--- config.mk ---
export PLATFORM = sky130hd
export DESIGN_NAME = uart_tx_frame_flat
export DESIGN_NICKNAME = d
export VERILOG_FILES = /design/src/rtl/uart_tx_frame_if.sv /design/src/rtl/uart_tx_frame.sv /design/src/flat_wrapper.sv
export SDC_FILE = /design/constraint.sdc
export NUM_CORES = 1
export LEC_CHECK = 0
export CORE_MARGIN = 3
export CORE_UTILIZATION = 50
export CTS_BUF_LIST = sky130_fd_sc_hd__clkbuf_8
export CTS_CLUSTER_SIZE = 24
export DETAILED_ROUTE_END_ITERATION = 6
export GPL_ROUTABILITY_DRIVEN = 1
export GPL_TIMING_DRIVEN = 0
export PLACE_DENSITY = 0.77
export SETUP_SLACK_MARGIN = 0.1
export SLEW_MARGIN = 20
export SYNTH_ARGS = -nofsm -noshare
export SYNTH_HDL_FRONTEND = slang
export SYNTH_SLANG_ARGS = --single-unit
--- constraint.sdc ---
create_clock -name clk -period 1.7 [get_ports clk]
set_input_delay 0.51 -clock clk [delete_from_list [all_inputs] [get_ports clk]]
set_output_delay 0.51 -clock clk [all_outputs]
set_load 0.01 [all_outputs]
--- src/rtl/uart_tx_frame_if.sv ---
// uart_tx_frame_if: start/data request from the frame source and ready/busy/done status back from uart_tx_frame
interface uart_tx_frame_if #(parameter int DATA_BITS = 8);
  logic i_start_trigger;
  logic [DATA_BITS-1:0] i_tx_data;
  logic o_tx_ready;
  logic o_tx_busy;
  logic o_tx_done;
  modport master (output i_start_trigger, i_tx_data, input o_tx_ready, o_tx_busy, o_tx_done);
  modport slave (input i_start_trigger, i_tx_data, output o_tx_ready, o_tx_busy, o_tx_done);
endinterface

--- src/rtl/uart_tx_frame.sv ---
// uart_tx_frame: LSB-first UART frame serialiser on an oversampled baud tick; ports clk, reset, i_baud_tick, o_tx, bus (start/data in, ready/busy/done out); define UART_TX_BREAK_EN to add i_break line-break input
module uart_tx_frame #(
  parameter int DATA_BITS = 8,
  parameter int OVERSAMPLE = 16,
  parameter int PARITY_MODE = 0,
  parameter int STOP_BITS = 1
) (
  input  logic clk,
  input  logic reset,
  input  logic i_baud_tick,
`ifdef UART_TX_BREAK_EN
  input  logic i_break,
`endif
  output logic o_tx,
  uart_tx_frame_if.slave bus
);
  localparam int TW = $clog2(OVERSAMPLE);
  localparam int BW = $clog2(DATA_BITS);
  typedef enum logic [2:0] {IDLE, WAIT, START, DATA, PARITY, STOP} state_t;
  state_t state, state_next;
  logic [TW-1:0] tick_cnt;
  logic [BW-1:0] bit_cnt;
  logic stop_cnt;
  logic [DATA_BITS-1:0] shift;
  logic parity, brk, accept, bit_end, last_data, last_stop, tx_d, busy_d, done_d;
`ifdef UART_TX_BREAK_EN
  assign brk = i_break;
`else
  assign brk = 1'b0;
`endif
  assign bus.o_tx_ready = state == IDLE && !bus.o_tx_busy && !brk;
  assign accept = bus.i_start_trigger && bus.o_tx_ready;
  assign bit_end = i_baud_tick && tick_cnt == TW'(OVERSAMPLE - 1);
  assign last_data = bit_cnt == BW'(DATA_BITS - 1);
  assign last_stop = stop_cnt == 1'(STOP_BITS - 1);
  always_ff @(posedge clk)
    if (reset) state <= IDLE;
    else state <= state_next;
  always_comb begin
    state_next = state;
    case (state)
      IDLE:    state_next = accept ? WAIT : IDLE;
      WAIT:    if (i_baud_tick) state_next = START;
      START:   if (bit_end) state_next = DATA;
      DATA:    if (bit_end && last_data) state_next = PARITY_MODE != 0 ? PARITY : STOP;
      PARITY:  if (bit_end) state_next = STOP;
      STOP:    if (bit_end && last_stop) state_next = IDLE;
      default: state_next = IDLE;
    endcase
  end
  // busy stays high through the done cycle so ready is low while done pulses
  always_comb begin
    tx_d = state == START ? 1'b0 : state == DATA ? shift[0] : state == PARITY ? parity : !(state == IDLE && brk);
    busy_d = state != IDLE || accept || brk;
    done_d = state == STOP && bit_end && last_stop;
  end
  always_ff @(posedge clk)
    if (reset) begin
      o_tx <= 1'b1;
      bus.o_tx_busy <= 1'b0;
      bus.o_tx_done <= 1'b0;
    end else begin
      o_tx <= tx_d;
      bus.o_tx_busy <= busy_d;
      bus.o_tx_done <= done_d;
    end
  always_ff @(posedge clk)
    if (reset) begin
      tick_cnt <= '0;
      bit_cnt <= '0;
      stop_cnt <= 1'b0;
      shift <= '0;
      parity <= 1'b0;
    end else begin
      if (accept) begin
        shift <= bus.i_tx_data;
        parity <= ^bus.i_tx_data ^ (PARITY_MODE == 2);
      end
      if (i_baud_tick) begin
        tick_cnt <= (state inside {IDLE, WAIT} || bit_end) ? '0 : tick_cnt + TW'(1);
        if (state == START && bit_end) bit_cnt <= '0;
        if (state == DATA && bit_end && !last_data) begin
          bit_cnt <= bit_cnt + BW'(1);
          shift <= shift >> 1;
        end
        stop_cnt <= state != STOP ? 1'b0 : stop_cnt ^ bit_end;
      end
    end
endmodule
--- src/flat_wrapper.sv ---
// flat-port wrapper written by rule: the top's interface ports become plain ports
module uart_tx_frame_flat 
#(
  parameter int DATA_BITS = 8,
  parameter int OVERSAMPLE = 16,
  parameter int PARITY_MODE = 0,
  parameter int STOP_BITS = 1
)
  (clk, reset, i_baud_tick, o_tx, bus_i_start_trigger, bus_i_tx_data, bus_o_tx_ready, bus_o_tx_busy, bus_o_tx_done);
  uart_tx_frame_if #(.DATA_BITS(DATA_BITS)) bus_i ();
  input  logic clk;
  input  logic reset;
  input  logic i_baud_tick;
  output logic o_tx;
  input wire logic [$bits(bus_i.i_start_trigger)-1:0] bus_i_start_trigger;
  input wire logic [$bits(bus_i.i_tx_data)-1:0] bus_i_tx_data;
  output wire logic [$bits(bus_i.o_tx_ready)-1:0] bus_o_tx_ready;
  output wire logic [$bits(bus_i.o_tx_busy)-1:0] bus_o_tx_busy;
  output wire logic [$bits(bus_i.o_tx_done)-1:0] bus_o_tx_done;
  assign bus_i.i_start_trigger = bus_i_start_trigger;
  assign bus_i.i_tx_data = bus_i_tx_data;
  assign bus_o_tx_ready = bus_i.o_tx_ready;
  assign bus_o_tx_busy = bus_i.o_tx_busy;
  assign bus_o_tx_done = bus_i.o_tx_done;
  uart_tx_frame #(.DATA_BITS(DATA_BITS), .OVERSAMPLE(OVERSAMPLE), .PARITY_MODE(PARITY_MODE), .STOP_BITS(STOP_BITS)) u_core (.clk(clk), .reset(reset), .i_baud_tick(i_baud_tick), .o_tx(o_tx), .bus(bus_i));
endmodule
-- After elaboration in Yosys (flattened, before gate mapping)
Cells that the tools add are included.
- add/subtract/negate cells: 2
- eq/ne operators: 13
- mux-type cells: 17
- bitwise operators: 2
- reduce and logical (&&, ||, !) cells: 21
- operator list (operator ; count):
    2-to-1 mux 8 bit ; 3
    2-to-1 mux 3 bit ; 7
    one-hot mux 3 bit (6 select lines) ; 1
    logical AND 1 bit ; 10
    == test 3 bit (second input constant) ; 3
    inequality test 2 x 1 -> 1 bit (second input constant) ; 4
    XOR reduction 8 bit ; 1
    == test 3 x 2 -> 1 bit (second input constant) ; 2
    2-to-1 mux 1 bit ; 5
    AND reduction 5 bit ; 1
    adder 4 x 1 -> 4 bit (second input constant) ; 1
    == test 4 bit (second input constant) ; 1
    2-to-1 mux 4 bit ; 1
    nonzero test 2 bit ; 2
    adder 3 x 1 -> 3 bit (second input constant) ; 1
    == test 3 x 1 -> 1 bit (second input constant) ; 1
    logical NOT 3 bit ; 1
    inequality test 3 bit (second input constant) ; 1
    nonzero test 3 bit ; 1
    logical NOT 1 bit ; 2
    logical OR 1 bit ; 2
    inequality test 2 bit (second input constant) ; 1
    AND reduction 2 bit ; 1
    NOT 1 bit ; 1
    XOR 1 bit ; 1
- flip-flop bits (word level): 23
- bits of input ports: 12
- output and inout port bits: 4
- word-level logic and storage cells: 64

-- Depth between registers and ports, before layout
Gate-level depths: netlist (run 1).
- word-level depth: 6
- mapped depth: 8
- gate-level depth less buffers: 8

-- Least setup slack after synthesis (run 1)
OpenSTA, ideal clock, no wires.
- path type: input -> register
- start: input i_baud_tick
- end: register u_core.state[0]
- setup time: 0.095 ns
- data arrival time: 1.534 ns
- data required time: 1.605 ns
- path slack: 0.071 ns
- cell stages on the path: 7
- path buffers: 1
- path through: buf_4 nand4_2 inv_2 ha_1 a21o_1 o21a_1 a221oi_1
- word-level cells in the longest chain between the ends: 4
- elaborated cells between the ends (all ways): 9
- classes of those cells: eq/ne (5); reduce/logical (4)
- RTL lines (item ; RTL line ; RTL):
    start, declared ; flat_wrapper.sv:13 ; input logic i_baud_tick;
    logical AND 1 bit ; uart_tx_frame.sv:33 ; assign bit_end = i_baud_tick && tick_cnt == TW'(OVERSAMPLE - 1);
    logical AND 1 bit (on tied branches) ; uart_tx_frame.sv:45, uart_tx_frame.sv:47 ;
    inequality test 2 x 1 -> 1 bit (no source line) ; -- ;
    AND reduction 5 bit (no source line) (*) ; -- ;
    end signal, assigned ; uart_tx_frame.sv:38 ; else state <= state_next;
    end, declared ; uart_tx_frame.sv:20 ; state_t state, state_next;
Every way passes the cells marked *; elsewhere a longest branch is shown, timed or not.
A chain may end at the register's enable or synchronous reset.

-- Worst setup path in the final report (run 1)
- start: register u_core.state[1]
- end: output bus_o_tx_ready
- word-level cells in the longest chain between the ends: 2
- RTL lines (item ; RTL line ; RTL):
    logical NOT 3 bit ; uart_tx_frame.sv:31 ; assign bus.o_tx_ready = state == IDLE && !bus.o_tx_busy && !brk;
    logical AND 1 bit ; uart_tx_frame.sv:31 ;
    end, declared ; flat_wrapper.sv:17 ; output wire logic [$bits(bus_i.o_tx_ready)-1:0] bus_o_tx_ready;
No other way between the ends.

==> results.cfg, run 1 <==
[synth]
yosysSeqAreaShare_pct = 39.2
ys_types = 35
syn_avg_cell_area_um2 = 8.27
ys_ff_latch = 23
yosys-top-cells-area = dfxtp_1, nand2_1, xnor2_1
synth_most_common_cell = nand2_1
async_flop_share_pct = 0
yosys.area.top_type = dfxtp_1
synth_warnings = 0
synthFlopType = dfxtp_1
synth_edf_count = 0
synthTopCellsByCount = nand2_1, dfxtp_1, nor2_1, a21oi_1, xnor2_1
netlist.area_leader.share_pct = 39.2
netlist_area_mm2 = 0.00117
synthCells = 142
syn_nets = 158

[cells_and_area]
final_util_pct = 78.7
instances_no_fill = 197
drive_gt1_share_pct = 29.4
nets = 187
syn_to_final_growth_pct = 39.5
antenna_cells = 0

[power_and_ir_drop]
vdd_ir_drop_max_mv = 0.615
switchingPower_mw = 0.366
clkPwrFrac_pct = 27.4
pwr-share-comb_pct = 24.6
seqPwrFrac_pct = 48.0
p_per_area_mw_per_mm2 = 766
p_int_mw = 0.889
p_leak_nw = 0.629
swShare_pct = 29.2

[global_routing]
grt_start_max_net_pins = 14
grt_overflow = 0
antenna_found_initial = 0
first_global_vias = 1010
grt_pass1_wl_mm = 4.64
grt_usage_pct = 21.8

[critical_path]
required_ps = 1190
endpoint_kind = primary output
crit-reg2reg-launch = u_core.state[1]$_SDFFE_PP0P_
startpoint = u_core.state[1]$_SDFFE_PP0P_
crit_type = reg2out
r2r_setup_slack_ps = 100
cp-start-kind = register
max_stage_delay_ps = 320
r2r-end = u_core.shift[0]$_SDFF_PP0_
endpoint = bus_o_tx_ready
path_cells = buf_6 -> nor4_4 -> buf_2
reg2reg_depth = 7
critPathMaxFanout = 8
crit_path_top_delay_cell = dfxtp_2
critPathArrivalTime_ps = 1170

[detailed_routing]
viasPerCell = 5.95
routedWlPerCell_um = 16.8
detail_route.iter0.violations = 37
drtAntennaViolNets = 0
vias = 1172
drc_errors = 0
firstDrtPassIters = 4
drt-total-wl_mm = 3.30

[clocking]
cts_root_buf = clkbuf_8
clockBufferDepth = 2
cts_made_buffers = 3
cts.sinks = 23
holdBufCountCts = 0
clk_pin_slew_ps = 80
htreeDepth = 1
clock_latency_ps = 270
cts_tree = built

[die]
num_io_pins = 16
core_mm2 = 0.00208
rows = 16
dieWidth_um = 54.5
fp.dieArea_mm2 = 0.00297
fp.dieH_um = 54.5
start_util_pct = 56.4

[hold_path]
hp-class = reg2reg

[placed_design]
dpl.cell_count = 183
place_hpwl_mm = 1.90
gp_congestion = 0.884
io_buffers = 14

[timing]
slew_headroom_pct = 68.3
finalClockSkew_ps = 8.32
post-route-period-util_pct = 99.0
fmax_ghz = 0.594
tightestPinTransition_ps = 476
slew_viol_final = 0
rsz0062_at_grt = yes
finalSetupViolations = 0
fin_crit_ps = 1680
final_hold_viol_count = 0

[run]
drv_cap = 0

[run_status]
status = finished, final reports clean
power groups by stage:
stage | logic (mW) | registers [mW] | clock network, mW
2_1_floorplan | 0.156 | 0.609 | 0
3_3_place_gp | 0.235 | 0.610 | 0
3_5_place_dp | 0.239 | 0.613 | 0
4_1_cts | 0.239 | 0.600 | 0.346
5_1_grt | 0.331 | 0.605 | 0.373
6_report | 0.309 | 0.602 | 0.344
how the worst min path moves through the flow:
stage	cells past startpoint	endpoint	from
4_1_cts	1	u_core.bus.o_tx_done$_SDFF_PP0_	u_core.stop_cnt$_SDFFE_PP0P_
2_1_floorplan	1	u_core.bus.o_tx_done$_SDFF_PP0_	u_core.stop_cnt$_SDFFE_PP0P_
5_1_grt	1	u_core.bus.o_tx_done$_SDFF_PP0_	u_core.stop_cnt$_SDFFE_PP0P_
3_5_place_dp	1	u_core.bus.o_tx_done$_SDFF_PP0_	u_core.stop_cnt$_SDFFE_PP0P_
3_3_place_gp	1	u_core.bus.o_tx_done$_SDFF_PP0_	u_core.stop_cnt$_SDFFE_PP0P_
6_report	1	u_core.bus.o_tx_done$_SDFF_PP0_	u_core.stop_cnt$_SDFFE_PP0P_
final cells by class:
class	count	area [um^2]
Sequential cell	23	472
Inverter	6	25.0
Timing Repair Buffer	25	225
Clock buffer	3	41.3
Buffer	8	65.1
Tap cell	27	33.8
Fill cell	128	443
Multi-Input combinational cell	104	772
Clock inverter	1	5.00
cell families after synthesis:
family / share of synthesized area (%)
AND/OR/NAND/NOR: 24.8
AO/OA/AOI/OAI: 17.8
flip-flops: 39.2
buffers and inverters: 6.28
XOR/XNOR: 5.96
adder cells (fa/ha/maj): 4.26
multiplexers: 1.70
state kept, by name, indices dropped and copies added, names as in the netlist:
signal and cells:
u_core.bit_cnt 3, u_core.shift 8, u_core.stop_cnt 1, u_core.state 3, u_core.bus.o_tx_done 1, u_core.parity 1, u_core.bus.o_tx_busy 1, u_core.o_tx 1
u_core.tick_cnt 4
layer usage:
| layer | global-route usage, % | routed length, um | part of all wire (%) |
|---|---|---|---|
| met2 | 35.3 | 1600 | 49 |
| met3 | 3.27 | 187 | 5.7 |
| met4 | 9.13 | 108 | 3.3 |
| met5 | 0 | 0 | 0 |
| met1 | 28.6 | 1400 | 43 |
cells in the final DEF, fill, tap and decap left out, types with 3 or more instances in the layout:
master	instances
nand2_1	21
nor2_1	13
dfxtp_2	3
buf_4	9
dfxtp_1	18
buf_6	7
nor2_2	3
inv_1	5
ha_4	3
clkdlybuf4s50_1	10
a311oi_2	5
clkbuf_8	3
xnor2_1	6
nor3_1	6
nand2_2	3
dlygate4sd2_1	3
a21oi_1	10
a22oi_1	3
per-stage QoR:
step / TNS [ps] / power (mW) / cell area, um^2 / worst slack [ps] / hold WS, ps
global placement: -353 / 0.845 / 1360 / -113 / 439
detailed placement: -865 / 0.852 / 1360 / -126 / 470
floorplan: 0 / 0.765 / 1180 / 98.8 / 419
global route: -37.1 / 1.31 / 1640 / -37.1 / 511
CTS: 0 / 1.18 / 1500 / 4.33 / 482
finish: 0 / 1.25 / 1640 / 16.3 / 483
worst max-delay path, delay by kind of cell (launching register included):
family | cells | cell delay, ps
flip-flops | 1 | 320
AND/OR/NAND/NOR | 1 | 280
buffers and inverters | 2 | 310
repair_timing:
action,4_1_cts,5_1_grt
setup buffers,3,6
gates resized for setup,25,30
setup endpoints to repair,14,13
pin swaps,2,9
gates cloned,1,1
No activity file was read; power rests on OpenSTA's default activity.
==> run 2, diff against run 1 <==
--- a/config.mk
+++ b/config.mk
@@ -12,7 +12,7 @@
 export DETAILED_ROUTE_END_ITERATION = 6
 export GPL_ROUTABILITY_DRIVEN = 1
 export GPL_TIMING_DRIVEN = 0
-export PLACE_DENSITY = 0.77
+export PLACE_DENSITY = 0.87
 export SETUP_SLACK_MARGIN = 0.1
 export SLEW_MARGIN = 20
 export SYNTH_ARGS = -nofsm -noshare
==> results.cfg, run 2 (synthesized netlist as in run 1, its figures left out) <==
[cells_and_area]
final_common_cell = nand2_1
instances_no_fill = 197
syn_to_final_growth_pct = 34.4
multiInputGateArea_um2 = 719
fill_cells = 157
mostFrequentLayoutCells = nand2_1, dfxtp_1, nor2_1
final_cell_area_mm2 = 0.00158
regArea_um2 = 474
largest_reg_flops = 8
nets = 187
drive_gt1_share_pct = 21.8
reg_top3 = u_core.shift: 8 flops, u_core.tick_cnt: 4 flops
largest_register = u_core.shift
antenna_cells = 0

[clocking]
cts_made_buffers = 3
cts.sinks = 23
cts_tree = built
cts_root_buf = clkbuf_8
holdBufCountCts = 0
clockBufferDepth = 2
clock_latency_ps = 270
clk_pin_slew_ps = 80
htreeDepth = 1

[power_and_ir_drop]
p_int_mw = 0.863
switchingPower_mw = 0.360
pwr-share-comb_pct = 22.6
seqPwrFrac_pct = 49.2
p_leak_nw = 0.601
p_per_area_mw_per_mm2 = 775
clkPwrFrac_pct = 28.3
finalPower_mw = 1.22
swShare_pct = 29.4
vdd_ir_drop_max_mv = 0.709

[critical_path]
critPathMaxFanout = 4
crit_type = reg2out
r2r-end = u_core.shift[0]$_SDFF_PP0_
r2r_setup_slack_ps = 110
endpoint_kind = primary output
cp-start-kind = register
required_ps = 1190
critPathArrivalTime_ps = 1210
reg2reg_depth = 6
crit-reg2reg-launch = u_core.state[1]$_SDFFE_PP0P_

[die]
start_util_pct = 56.4
core_mm2 = 0.00208
fp.dieH_um = 54.5
rows = 16
dieWidth_um = 54.5
fp.dieArea_mm2 = 0.00297
num_io_pins = 16

[global_routing]
antenna_found_initial = 0
grt_overflow = 0
grt_pass1_wl_mm = 5.00
first_global_vias = 1105
grt_usage_pct = 23.2
grt_start_max_net_pins = 13

[detailed_routing]
vias = 1197
drt-total-wl_mm = 3.44
drc_errors = 0
drtAntennaViolNets = 0
routedWlPerCell_um = 17.4
viasPerCell = 6.08
firstDrtPassIters = 5
detail_route.iter0.violations = 61

[timing]
final_hold_viol_count = 0
slew_viol_final = 0
holdWs_ps = 462
rsz0062_at_grt = yes
post-route-period-util_pct = 101
setup_slack_ps = -21.6
tightestPinTransition_ps = 474
finalClockSkew_ps = 6.38
fin_crit_ps = 1720
slew_headroom_pct = 68.4
finalSetupViolations = 1
fmax_ghz = 0.581

[placed_design]
dpl.cell_count = 183
gp_congestion = 0.836
io_buffers = 14
placed_cell_area_mm2 = 0.00136
place_hpwl_mm = 1.99

[run_status]
status = complete, but fails checks
violations = setup timing

[hold_path]
hp-class = reg2reg
hold_depth = 1
hold_start = u_core.stop_cnt$_SDFFE_PP0P_
hold_end = u_core.bus.o_tx_done$_SDFF_PP0_

[run]
drv_cap = 0
[run 2: cell types whose count changed in the layout (fill, tap and decap cells not counted), moves of 2 or more]
cell,change
a311oi_1,+3
a311oi_2,-3
nand2_1,+3
nand2_2,-3
buf_4,+2
buf_6,-2
xnor2_1,+2
xnor2_2,-2
[run 2: repair_timing]
item	CTS	global route
cloned	1	0
buffers inserted	4	6
resized for setup	19	20
pin swaps	3	8
setup endpoints to repair	14	12
[run 2: worst max path at each step]
stage | startpoint | endpoint | cells after the start
finish | u_core.state[1]$_SDFFE_PP0P_ | bus_o_tx_ready | 3
global route | u_core.state[1]$_SDFFE_PP0P_ | bus_o_tx_ready | 3
CTS | u_core.state[2]$_SDFFE_PP0P_ | bus_o_tx_ready | 3
detailed placement | u_core.state[1]$_SDFFE_PP0P_ | bus_o_tx_ready | 3
global placement | u_core.state[1]$_SDFFE_PP0P_ | bus_o_tx_ready | 3
floorplan | i_baud_tick | u_core.state[0]$_SDFFE_PP0P_ | 7
[run 2: through the flow]
stage / setup TNS [ps] / utilization, % / setup slack [ps]
2_1_floorplan: 0 / - / 98.8
3_3_place_gp: -181 / 65.3 / -115
3_5_place_dp: -667 / 65.3 / -127
4_1_cts: 0 / 70.7 / 1.26
5_1_grt: -71.6 / 75.8 / -71.6
6_report: -21.6 / 75.8 / -21.6
[run 2: metal layers]
metal	share of wire (%)	vias up	global-route usage [%]
li1	-	563	-
met1	41	573	28.4
met2	50	47	40.6
met3	6.1	14	3.54
met4	2.9	0	8.30
met5	0	-	0
[run 2: worst max-delay path, cell delays in order (launching register included)]
cell and delay [ps]:
dfxtp_2 320, buf_6 120, nor4_4 320, buf_2 190
[run 2: final cells by class]
type                       instances  area share [%]
timing repair buffer              25            13.8
tap                               27            2.14
sequential                        23            30.0
clock buffer                       3            2.61
buffer                             8            4.04
multi-input combinational        104            45.6
clock inverter                     1           0.238
inverter                           6            1.58
[run 2: power by group through the flow]
| stage | combinational, mW | clock, mW | sequential (mW) |
|---|---|---|---|
| 6_report | 0.276 | 0.346 | 0.601 |
| 5_1_grt | 0.296 | 0.371 | 0.604 |
| 4_1_cts | 0.237 | 0.339 | 0.601 |
| 3_5_place_dp | 0.242 | 0 | 0.613 |
| 3_3_place_gp | 0.234 | 0 | 0.610 |
| 2_1_floorplan | 0.156 | 0 | 0.609 |
==> run 3, diff against run 2 <==
--- a/config.mk
+++ b/config.mk
@@ -5,14 +5,15 @@
 export SDC_FILE = /design/constraint.sdc
 export NUM_CORES = 1
 export LEC_CHECK = 0
+export ABC_CLOCK_PERIOD_IN_PS = 1900
 export CORE_MARGIN = 3
-export CORE_UTILIZATION = 50
+export CORE_UTILIZATION = 56
 export CTS_BUF_LIST = sky130_fd_sc_hd__clkbuf_8
 export CTS_CLUSTER_SIZE = 24
 export DETAILED_ROUTE_END_ITERATION = 6
 export GPL_ROUTABILITY_DRIVEN = 1
 export GPL_TIMING_DRIVEN = 0
-export PLACE_DENSITY = 0.87
+export PLACE_DENSITY = 0.91
 export SETUP_SLACK_MARGIN = 0.1
 export SLEW_MARGIN = 20
 export SYNTH_ARGS = -nofsm -noshare
==> constraint.sdc (replaced) <==
create_clock -name clk -period 1.9 [get_ports clk]
set_input_delay 0.57 -clock clk [delete_from_list [all_inputs] [get_ports clk]]
set_output_delay 0.57 -clock clk [all_outputs]
set_load 0.01 [all_outputs]
==> results.cfg, run 3 (synthesized netlist as in run 1, its figures left out) <==
[placed_design]
dpl.cell_count = 181
place_hpwl_mm = 1.81
gp_congestion = 0.893
placed_cell_area_mm2 = 0.00135
io_buffers = 14

[critical_path]
cp-start-kind = register
endpoint_kind = primary output
critPathMaxFanout = 8
max_stage_delay_ps = 320
crit_type = reg2out
critPathArrivalTime_ps = 1200
path_cells = buf_6 -> nor4_4 -> buf_2
crit_path_top_delay_cell = dfxtp_2
required_ps = 1330

[clocking]
cts.sinks = 23
clock_latency_ps = 270
cts_tree = built
holdBufCountCts = 0
htreeDepth = 1
cts_root_buf = clkbuf_8
clockBufferDepth = 2
cts_made_buffers = 3
clk_pin_slew_ps = 80

[cells_and_area]
mostFrequentLayoutCells = nand2_1, dfxtp_1, nor2_1
final_cell_area_mm2 = 0.00147
largest_register = u_core.shift
final_util_pct = 78.9
syn_to_final_growth_pct = 24.8
instances_no_fill = 190
drive_gt1_share_pct = 13.9
fill_cells = 111
reg_top3 = u_core.shift: 8 flops, u_core.tick_cnt: 4 flops
final_common_cell = nand2_1
largest_reg_flops = 8
antenna_cells = 0
nets = 182

[global_routing]
grt_usage_pct = 21.2
gr-usage-met3_pct = 4.30
grtUsageMet2_pct = 37.1
antenna_found_initial = 0
grt_pass1_wl_mm = 4.26
met1_usage_pct = 24.7
grt_busiest_layer = met2
first_global_vias = 1028
grt_start_max_net_pins = 13
grt_overflow = 0

[run_status]
status = finished, final reports clean

[timing]
tightestPinTransition_ps = 512
final_hold_viol_count = 0
finalClockSkew_ps = 4.10
fmax_ghz = 0.565
slew_viol_final = 0
finalSetupViolations = 0
tns_ps = 0
fin_crit_ps = 1770
slew_headroom_pct = 65.9
post-route-period-util_pct = 93.2
rsz0062_at_grt = yes

[detailed_routing]
detail_route.iter0.violations = 44
routedWlPerCell_um = 15.0
drc_errors = 0
firstDrtPassIters = 4
drt-total-wl_mm = 2.84
vias = 1116
drtAntennaViolNets = 0
viasPerCell = 5.87

[die]
rows = 15
fp.dieArea_mm2 = 0.00268
start_util_pct = 63.2
fp.dieH_um = 51.8
dieWidth_um = 51.8
num_io_pins = 16
core_mm2 = 0.00186

[power_and_ir_drop]
vdd_ir_drop_max_mv = 0.590
p_leak_nw = 0.561
p_per_area_mw_per_mm2 = 725
finalPower_mw = 1.06

[run]
drv_cap = 0

[hold_path]
hp-class = reg2reg
## run 3: path summary, 6_finish.rpt
check	start	endpoint	slack (ps)	cells after the start
worst max-delay path	u_core.state[2]$_SDFFE_PP0P_	bus_o_tx_ready	130	3
worst min-delay path	u_core.stop_cnt$_SDFFE_PP0P_	u_core.bus.o_tx_done$_SDFF_PP0_	470	1
worst max register to register	u_core.bit_cnt[0]$_SDFFE_PP0P_	u_core.shift[5]$_SDFF_PP0_	220	8
worst min register to register	u_core.stop_cnt$_SDFFE_PP0P_	u_core.bus.o_tx_done$_SDFF_PP0_	470	1
## run 3: area by class of cell
class | count | area (um^2) | area share, %
inverters | 6 | 25.0 | 1.71
plain buffers | 9 | 61.3 | 4.18
multi-input cells | 104 | 664 | 45.3
well taps | 25 | 31.3 | 2.13
repair buffers | 19 | 176 | 12.0
clock buffers | 3 | 41.3 | 2.82
clock inverters | 1 | 3.75 | 0.256
flip-flops and latches | 23 | 463 | 31.6
## run 3: metal layers
layer / share of wire [%] / vias to the layer above / wire length, um
met5: 0 / - / 0
met4: 2.1 / 0 / 61
met3: 3.1 / 8 / 89
met2: 49 / 25 / 1390
met1: 46 / 539 / 1300
li1: - / 544 / -
## run 3: timing repair
item	4_1_cts	5_1_grt
hold endpoints to repair	0	0
gates cloned	0	1
pin swaps	0	1
resized for setup	5	14
buffers inserted	0	4
setup endpoints to repair	9	10
## run 3: worst max-delay path, delay by kind of cell, from the launching register on
kind                   cells  cell delay, ps
and+or+nand+nor            1             300
buffers and inverters      2             310
DFF                        1             320
## run 3: metrics by stage
step	hold WS [ps]	worst slack [ps]
after floorplan	419	211
after global placement	435	24.7
after detailed placement	455	8.95
after CTS	467	110
after global routing	492	69.5
final	468	130
## run 3: power breakdown
group	internal [mW]	switching (mW)
clock	0.145	0.161
sequential	0.513	0.0242
combinational	0.104	0.117
